--- config.mk ---
export PLATFORM = sky130hd
export DESIGN_NAME = uart_rx
export DESIGN_NICKNAME = d
export VERILOG_FILES = /design/src/rtl/uart_rx.sv
export SDC_FILE = /design/constraint.sdc
export NUM_CORES = 1
export LEC_CHECK = 0
export ABC_AREA = 1
export BUFFER_PORTS_ARGS = -buffer_cell sky130_fd_sc_hd__buf_2
export CORE_MARGIN = 1.5
export CORE_UTILIZATION = 61
export DETAILED_ROUTE_END_ITERATION = 8
export GPL_TIMING_DRIVEN = 0
export HOLD_SLACK_MARGIN = 0.06
export PLACE_DENSITY = 0.87
export SKIP_CTS_REPAIR_TIMING = 1
export SLEW_MARGIN = 15
export SYNTH_ARGS = -nofsm -noshare
export SYNTH_HDL_FRONTEND = slang
export SYNTH_SLANG_ARGS = --single-unit
export TNS_END_PERCENT = 1
--- constraint.sdc ---
create_clock -name clk -period 2.78 [get_ports clk]
set_input_delay 0.834 -clock clk [delete_from_list [all_inputs] [get_ports clk]]
set_output_delay 0.834 -clock clk [all_outputs]
set_load 0.005 [all_outputs]
--- src/rtl/uart_rx.sv ---
// 8N1-style UART receiver driven by an OVERSAMPLE x baud tick strobe.
// Synchronises rx, validates the start bit at mid-bit and samples each data/stop bit at its centre.
module uart_rx #(
    parameter int DATA_BITS  = 8,
    parameter int OVERSAMPLE = 8
) (
    input  logic                 clk,
    input  logic                 rst,
    input  logic                 baud8_tick,
    input  logic                 rx,
    output logic [DATA_BITS-1:0] rx_data,
    output logic                 rx_valid,
    output logic                 frame_err,
    output logic                 busy
);

    localparam int CNT_W = (OVERSAMPLE > 1) ? $clog2(OVERSAMPLE) : 1;
    localparam int IDX_W = (DATA_BITS > 1) ? $clog2(DATA_BITS) : 1;
    localparam logic [CNT_W-1:0] CNT_HALF = CNT_W'(OVERSAMPLE / 2 - 1);
    localparam logic [CNT_W-1:0] CNT_FULL = CNT_W'(OVERSAMPLE - 1);
    localparam logic [IDX_W-1:0] IDX_LAST = IDX_W'(DATA_BITS - 1);

    typedef enum logic [2:0] {
        ST_IDLE  = 3'd0,
        ST_START = 3'd1,
        ST_DATA  = 3'd2,
        ST_STOP  = 3'd3,
        ST_BREAK = 3'd4
    } state_t;

    logic [1:0]           rst_sync_r;
    logic                 rst_n_s;
    logic [1:0]           rx_sync_r;
    logic                 rx_s;
    state_t               state_r;
    state_t               state_nxt_s;
    logic [CNT_W-1:0]     cnt_r;
    logic [IDX_W-1:0]     bit_idx_r;
    logic [DATA_BITS-1:0] shift_r;
    logic [DATA_BITS-1:0] rx_data_r;
    logic                 rx_valid_r;
    logic                 frame_err_r;
    logic                 busy_r;
    logic                 at_half_s;
    logic                 at_full_s;
    logic                 cnt_clr_s;
    logic                 cnt_inc_s;
    logic                 idx_clr_s;
    logic                 shift_en_s;
    logic                 valid_set_s;
    logic                 err_set_s;

    // Reset synchroniser: asserts immediately, releases two clocks after rst rises.
    always_ff @(posedge clk or negedge rst) begin
        if (!rst) begin
            rst_sync_r <= 2'b00;
        end else begin
            rst_sync_r <= {rst_sync_r[0], 1'b1};
        end
    end

    assign rst_n_s = rst_sync_r[1];

    // Two-flop rx synchroniser, preset to the idle-high line level.
    always_ff @(posedge clk or negedge rst_n_s) begin
        if (!rst_n_s) begin
            rx_sync_r <= 2'b11;
        end else begin
            rx_sync_r <= {rx_sync_r[0], rx};
        end
    end

    assign rx_s      = rx_sync_r[1];
    assign at_half_s = (cnt_r == CNT_HALF);
    assign at_full_s = (cnt_r == CNT_FULL);

    // State register.
    always_ff @(posedge clk or negedge rst_n_s) begin
        if (!rst_n_s) begin
            state_r <= ST_IDLE;
        end else begin
            state_r <= state_nxt_s;
        end
    end

    // Next-state logic; the FSM only moves on baud ticks.
    always_comb begin
        state_nxt_s = state_r;
        if (baud8_tick) begin
            case (state_r)
                ST_IDLE:  state_nxt_s = rx_s ? ST_IDLE : ST_START;
                ST_START: begin
                    if (at_half_s) begin
                        state_nxt_s = rx_s ? ST_IDLE : ST_DATA;
                    end else begin
                        state_nxt_s = ST_START;
                    end
                end
                ST_DATA: begin
                    if (at_full_s && (bit_idx_r == IDX_LAST)) begin
                        state_nxt_s = ST_STOP;
                    end else begin
                        state_nxt_s = ST_DATA;
                    end
                end
                ST_STOP: begin
                    if (at_full_s) begin
                        state_nxt_s = rx_s ? ST_IDLE : ST_BREAK;
                    end else begin
                        state_nxt_s = ST_STOP;
                    end
                end
                ST_BREAK: state_nxt_s = rx_s ? ST_IDLE : ST_BREAK;
                default:  state_nxt_s = ST_IDLE;
            endcase
        end else begin
            state_nxt_s = state_r;
        end
    end

    // Per-state datapath controls, decoded only on ticks.
    always_comb begin
        cnt_clr_s   = 1'b0;
        cnt_inc_s   = 1'b0;
        idx_clr_s   = 1'b0;
        shift_en_s  = 1'b0;
        valid_set_s = 1'b0;
        err_set_s   = 1'b0;
        if (baud8_tick) begin
            case (state_r)
                ST_IDLE: cnt_clr_s = ~rx_s;
                ST_START: begin
                    cnt_clr_s = at_half_s;
                    cnt_inc_s = ~at_half_s;
                    idx_clr_s = at_half_s & ~rx_s;
                end
                ST_DATA: begin
                    cnt_clr_s  = at_full_s;
                    cnt_inc_s  = ~at_full_s;
                    shift_en_s = at_full_s;
                end
                ST_STOP: begin
                    cnt_clr_s   = at_full_s;
                    cnt_inc_s   = ~at_full_s;
                    valid_set_s = at_full_s & rx_s;
                    err_set_s   = at_full_s & ~rx_s;
                end
                ST_BREAK: cnt_clr_s = 1'b0;
                default:  cnt_clr_s = 1'b1;
            endcase
        end else begin
            cnt_clr_s = 1'b0;
        end
    end

    // Tick counter, bit index and shift register (LSB-first, shifted in at the MSB).
    always_ff @(posedge clk or negedge rst_n_s) begin
        if (!rst_n_s) begin
            cnt_r     <= {CNT_W{1'b0}};
            bit_idx_r <= {IDX_W{1'b0}};
            shift_r   <= {DATA_BITS{1'b0}};
        end else begin
            if (cnt_clr_s) begin
                cnt_r <= {CNT_W{1'b0}};
            end else if (cnt_inc_s) begin
                cnt_r <= cnt_r + CNT_W'(1);
            end
            // Index saturates at the last bit so it never wraps past its compare value.
            if (idx_clr_s) begin
                bit_idx_r <= {IDX_W{1'b0}};
            end else if (shift_en_s && (bit_idx_r != IDX_LAST)) begin
                bit_idx_r <= bit_idx_r + IDX_W'(1);
            end
            if (shift_en_s) begin
                shift_r <= {rx_s, shift_r[DATA_BITS-1:1]};
            end
        end
    end

    // Registered outputs: single-cycle pulses, held data and busy.
    always_ff @(posedge clk or negedge rst_n_s) begin
        if (!rst_n_s) begin
            rx_data_r   <= {DATA_BITS{1'b0}};
            rx_valid_r  <= 1'b0;
            frame_err_r <= 1'b0;
            busy_r      <= 1'b0;
        end else begin
            rx_valid_r  <= valid_set_s;
            frame_err_r <= err_set_s;
            busy_r      <= (state_nxt_s != ST_IDLE);
            if (valid_set_s) begin
                rx_data_r <= shift_r;
            end
        end
    end

    assign rx_data   = rx_data_r;
    assign rx_valid  = rx_valid_r;
    assign frame_err = frame_err_r;
    assign busy      = busy_r;

endmodule

==> flow_metrics.tcl, run 1 <==
set metrics [dict create \
    start_util_pct 65.6 \
    crit_path_end_kind "primary output" \
    powerDensity_mw_per_mm2 743 \
    slowest_stage "dfrtp_1" \
    syn_area_mm2 0.00148 \
    die_w_um 52.3 \
    avgSynthCellArea_um2 8.97 \
    fin_skew_ns 0.0155 \
    grt_pass1_wl_um 4540 \
    first_global_vias 1094 \
    drv_cap 0 \
    htreeDepth 2 \
    synth_common_cells "nand2_1 (39), dfrtp_1 (30), inv_1 (23)" \
    clk_pin_slew_ns 0.11 \
    final_nets 194 \
    grt-ovfl-total 0 \
    crit_buf_inv 1 \
    final-seq-area_um2 805 \
    netlist.area_leader.share_pct 50.7 \
    grt_usage_pct 23.3 \
    ir_drop_mv 0.556 \
    clock_latency_ns 0.33 \
    synthesis.nets 174 \
    setup-violations-final 0 \
    dp.cells 206 \
    ys_top_cells_by_area "dfrtp_1 (51%), nand2_1 (9.9%), inv_1 (5.8%)" \
    port_buffers 13 \
    crit_family "flip-flops" \
    cts-root-buf "clkbuf_4" \
    cts_sinks 32 \
    drc_errors 0 \
    crit_chain "buf_2" \
    postRouteWirelength_um 2510 \
    cts_tree "built" \
    vias 1126 \
    ant_nets 0 \
    grt_max_degree 31 \
    core_mm2 0.00225 \
    synth_edf_count 0 \
    fp.dieH_um 52.3 \
    startpoint_type "flop" \
    syn-instance-count 165 \
    dp_slack_ns 0.955 \
    worst-path-max-fanout 2 \
    crit_type "reg -> out" \
    final.period_utilization_pct 61.2 \
    timing.final.crit_period_ns 1.70 \
    reg2regPathDepth 8 \
    required_ns 1.95 \
    die_area_mm2 0.00273 \
    crit_arrival_ns 0.87 \
    gp_congestion 0.877 \
    fill_cells 160 \
    stdcell_count 214 \
    dp_hpwl_um 1750 \
    max_freq_ghz 0.588 \
    dr.pass1.iters 7 \
    max_stage_delay_ns 0.40 \
    tightest_slew_ns 0.632 \
    slew_violations 0 \
    cp.depth 1 \
    yosysMostFrequentCell "nand2_1" \
    max-clock-path-buffers 2 \
    hold_violations 0 \
    hold_class "in -> async" \
    antenna_found_initial 0 \
    async_flop_share_pct 100 \
    cts_buffers 5 \
    grt_setup_unrepaired "no" \
    yosysWarnings 0 \
    synthFlopType "dfrtp_1" \
    ios 15 \
    outcome "completed" \
    yosys.area.top_type "dfrtp_1" \
    drtIter0Drc 32 \
    drive_gt1_share_pct 23.7 \
    diodes 0 \
    avgRoutedWirePerCell_um 11.7 \
    areaGrowthSynthToFinish_pct 12.3 \
    viasPerCell 5.26 \
    fp-row-count 17 \
    ys_seq_area_share_pct 54.3 \
    ys_ff_latch 32 \
    slew_headroom_pct 57.9 \
    p_leak_nw 0.868 \
    synth.distinct_cells 20 \
    timing.final.ws_setup_ns 1.08 \
    multi_input_area_um2 553 \
    tns_ns 0 \
]
-- cell families (layout without fill, tap and decap cells) --
| group | after synthesis | after routing | synth area share (%) |
|---|---|---|---|
| AND/OR/NAND/NOR | 76 | 76 | 22.8 |
| flip-flops | 32 | 32 | 54.3 |
| buffers and inverters | 28 | 49 | 8.37 |
| AO/OA/AOI/OAI | 23 | 23 | 10.1 |
| adder cells (fa/ha/maj) | 5 | 5 | 4.23 |
| other | 1 | 1 | 0.253 |
-- layer usage --
| metal | wire length (um) | vias to the layer above | GRT usage (%) | share of wire (%) |
|---|---|---|---|---|
| li1 | - | 563 | - | - |
| met1 | 1080 | 525 | 26.5 | 43 |
| met2 | 1280 | 33 | 38.8 | 51 |
| met3 | 111 | 5 | 8.57 | 4.4 |
| met4 | 34 | 0 | 11.1 | 1.4 |
| met5 | 0 | - | 0 | 0 |
-- sequential cells by signal, indices dropped and copies added (netlist names) --
| signal | flops |
|---|---|
| rx_data | 8 |
| shift_r | 8 |
| bit_idx_r | 3 |
| cnt_r | 3 |
| state_r | 3 |
| rst_sync_r | 2 |
| rx_sync_r | 2 |
| busy | 1 |
| frame_err | 1 |
| rx_valid | 1 |
-- power breakdown --
part | total (mW) | internal, mW | switching, mW
logic | 0.308 | 0.111 | 0.197
clock network | 0.349 | 0.187 | 0.162
registers | 0.577 | 0.525 | 0.0512
-- per-stage QoR --
step / total power, mW / hold slack [ns] / area (um2) / utilization [%]
finish: 1.23 / 0.273 / 1660 / 73.7
global route: 1.33 / 0.246 / 1660 / 73.7
CTS: 1.24 / 0.261 / 1660 / 73.6
detailed placement: 0.894 / 0.337 / 1580 / 70.1
global placement: 0.873 / 0.339 / 1580 / 70.1
floorplan: 0.826 / 0.331 / 1480 / -
-- final timing paths --
| check | slack [ns] | end | start |
|---|---|---|---|
| max | 1.08 | rx_data[4] | rx_data[4] |
| min | 0.27 | rst_sync_r[1] | rst |
| max reg2reg | 1.08 | rx_data[6] | cnt_r[0] |
| min reg2reg | 0.28 | rx_data[4] | rst_sync_r[1] |
| max in group asynchronous | 2.07 | bit_idx_r[2] | rst_sync_r[1] |
| min in group clk | 0.36 | rx_sync_r[1] | rx_sync_r[0] |
-- cells in the final DEF (no fill, tap or decap), types with 2 or more instances in the layout --
cell type,count
dfstp_2,2
nand3_1,13
buf_6,2
inv_1,23
buf_2,13
nor2_2,4
inv_2,2
dfrtp_1,29
nand2_1,39
ha_1,5
o21ai_2,9
o21ai_1,12
a21oi_1,2
clkbuf_4,5
nor2_1,15
-- cell type report --
| type | count | area share (%) |
|---|---|---|
| Sequential cell | 32 | 48.4 |
| Multi-Input combinational cell | 105 | 33.3 |
| Inverter | 25 | 5.65 |
| Timing Repair Buffer | 13 | 3.92 |
| Clock inverter | 3 | 2.56 |
| Clock buffer | 5 | 2.26 |
| Tap cell | 28 | 2.11 |
| Buffer | 3 | 1.81 |
No activity file was read; power rests on OpenSTA's default activity.
==> run 2: changes to the inputs <==
Settings changed: CORE_UTILIZATION 61 to 51, PLACE_DENSITY 0.87 to 0.78.
Clock period 2.78 ns to 1.5 ns, I/O delays scaled along.
==> run 2 against run 1 <==
Effect of this change:
- power up 100%
- first-iteration DRC count up 25%
- count of clock-buffer cells in the layout unchanged
- critical path depth up 9
- highest routed layer unchanged
- sequential share of layout area down 4.3 points
- flip-flop and latch count unchanged
- largest power group unchanged
==> flow_metrics.tcl, run 2 (same netlist as run 1, synthesis figures left out) <==
set metrics [dict create \
    grt-ovfl-total 0 \
    dr.pass1.iters 4 \
    drive_gt1_share_pct 33.5 \
    port_buffers 13 \
    setup-violations-final 0 \
    ios 15 \
    drv_cap 0 \
    vias 1162 \
    cts_sinks 32 \
    min_from "rx" \
    final.period_utilization_pct 99.8 \
    areaGrowthSynthToFinish_pct 23.2 \
    drtIter0Drc 40 \
    slew_headroom_pct 57.1 \
    hold_violations 0 \
    grt_setup_unrepaired "yes" \
    gp_congestion 0.923 \
    antenna_found_initial 0 \
    dp_hpwl_um 1790 \
    clock_latency_ns 0.34 \
    tightest_slew_ns 0.643 \
    dp_slack_ns -0.151 \
    required_ns 1.74 \
    slew_violations 0 \
    cts-root-buf "clkbuf_4" \
    fp.dieH_um 56.9 \
    diodes 0 \
    grt_pass1_wl_um 4490 \
    cts_tree "built" \
    avgRoutedWirePerCell_um 12.8 \
    fp-row-count 19 \
    use_met1_pct 21.4 \
    p_total_mw 2.49 \
    startpoint_type "flop" \
    fin_skew_ns 0.0113 \
    die_w_um 56.9 \
    start_util_pct 53.7 \
    max_freq_ghz 0.668 \
    tns_ns 0 \
    regToRegSetupSlack_ns 0.003 \
    crit_path_end_kind "flop" \
    postRouteWirelength_um 2850 \
    use_met3_pct 7.60 \
    grt_util_met2_pct 30.6 \
    die_area_mm2 0.00323 \
    post-route-cell-area_mm2 0.00182 \
    outcome "completed" \
    first_global_vias 1116 \
    crit_type "reg -> reg" \
    htreeDepth 2 \
    worst-path-max-fanout 5 \
    reg2regPathDepth 10 \
    grt_usage_pct 18.8 \
    clk_pin_slew_ns 0.11 \
    hold_class "in -> reg" \
    core_mm2 0.00276 \
    busiest_layer "met2" \
    grt_max_degree 31 \
    hold-path-endpoint "rx_sync_r[0]" \
    p_leak_nw 0.892 \
    hold_depth 1 \
    drc_errors 0 \
    most-common-layout-cells "nand2_1 (36), dfrtp_1 (29), inv_1 (21)" \
    reg2reg_to "busy" \
    layout_commonest_cell "nand2_1" \
    final_nets 199 \
    timing.final.ws_setup_ns 0.00343 \
    viasPerCell 5.23 \
    rr_startpoint "cnt_r[0]" \
    cts_buffers 5 \
    timing.final.crit_period_ns 1.50 \
    ir_drop_mv 1.45 \
    placed_area_mm2 0.00158 \
    powerDensity_mw_per_mm2 1370 \
    crit_arrival_ns 1.73 \
    max-clock-path-buffers 2 \
    ant_nets 0 \
]
## run 2: layout make-up
cell class | instances | area, um2
Clock inverter | 3 | 42.5
Sequential cell | 32 | 805
Clock buffer | 5 | 37.5
Fill cell | 217 | 935
Inverter | 25 | 96.3
Multi-Input combinational cell | 106 | 654
Timing Repair Buffer | 17 | 115
Buffer | 3 | 33.8
Tap cell | 31 | 38.8
## run 2: per-layer routing
layer	part of all wire, %	vias to the layer above
met4	2.0	0
met3	3.9	4
li1	-	575
met2	50	20
met1	44	563
met5	0	-
## run 2: metrics by stage
stage                     utilization [%]  instances  hold slack (ns)
after floorplan                         -        165            0.154
final                                66.1        222            0.190
after global routing                 66.1        222            0.174
after CTS                            60.3        217           -0.141
after global placement               57.4        209            0.235
after detailed placement             57.4        209            0.239
## run 2: worst max-delay path by stage
| stage | startpoint | end | slack [ns] | depth (start not counted) |
|---|---|---|---|---|
| after floorplan | cnt_r[0] | shift_r[5] | 0.04 | 8 |
| after CTS | cnt_r[0] | rx_data[6] | -0.16 | 8 |
| final | cnt_r[0] | busy | 0.003 | 10 |
| after global routing | bit_idx_r[1] | busy | -0.1 | 10 |
| after detailed placement | cnt_r[0] | rx_data[6] | -0.15 | 8 |
| after global placement | cnt_r[0] | rx_data[6] | -0.09 | 8 |
## run 2: report_power, final
group	total, mW	switching [mW]	leakage [nW]	internal, mW
clock network	0.661	0.314	0.0412	0.347
logic	0.740	0.463	0.435	0.277
registers	1.09	0.118	0.416	0.974
## run 2: worst max-delay path, stage by stage (launching register included)
cell     delay, ns
dfrtp_1       0.43
ha_4          0.19
ha_4          0.18
nand2_2       0.07
inv_2         0.03
nand3_2       0.06
nand2_2       0.06
nor2_2        0.13
nor2_1        0.06
nor2_1        0.13
nand2_1       0.06
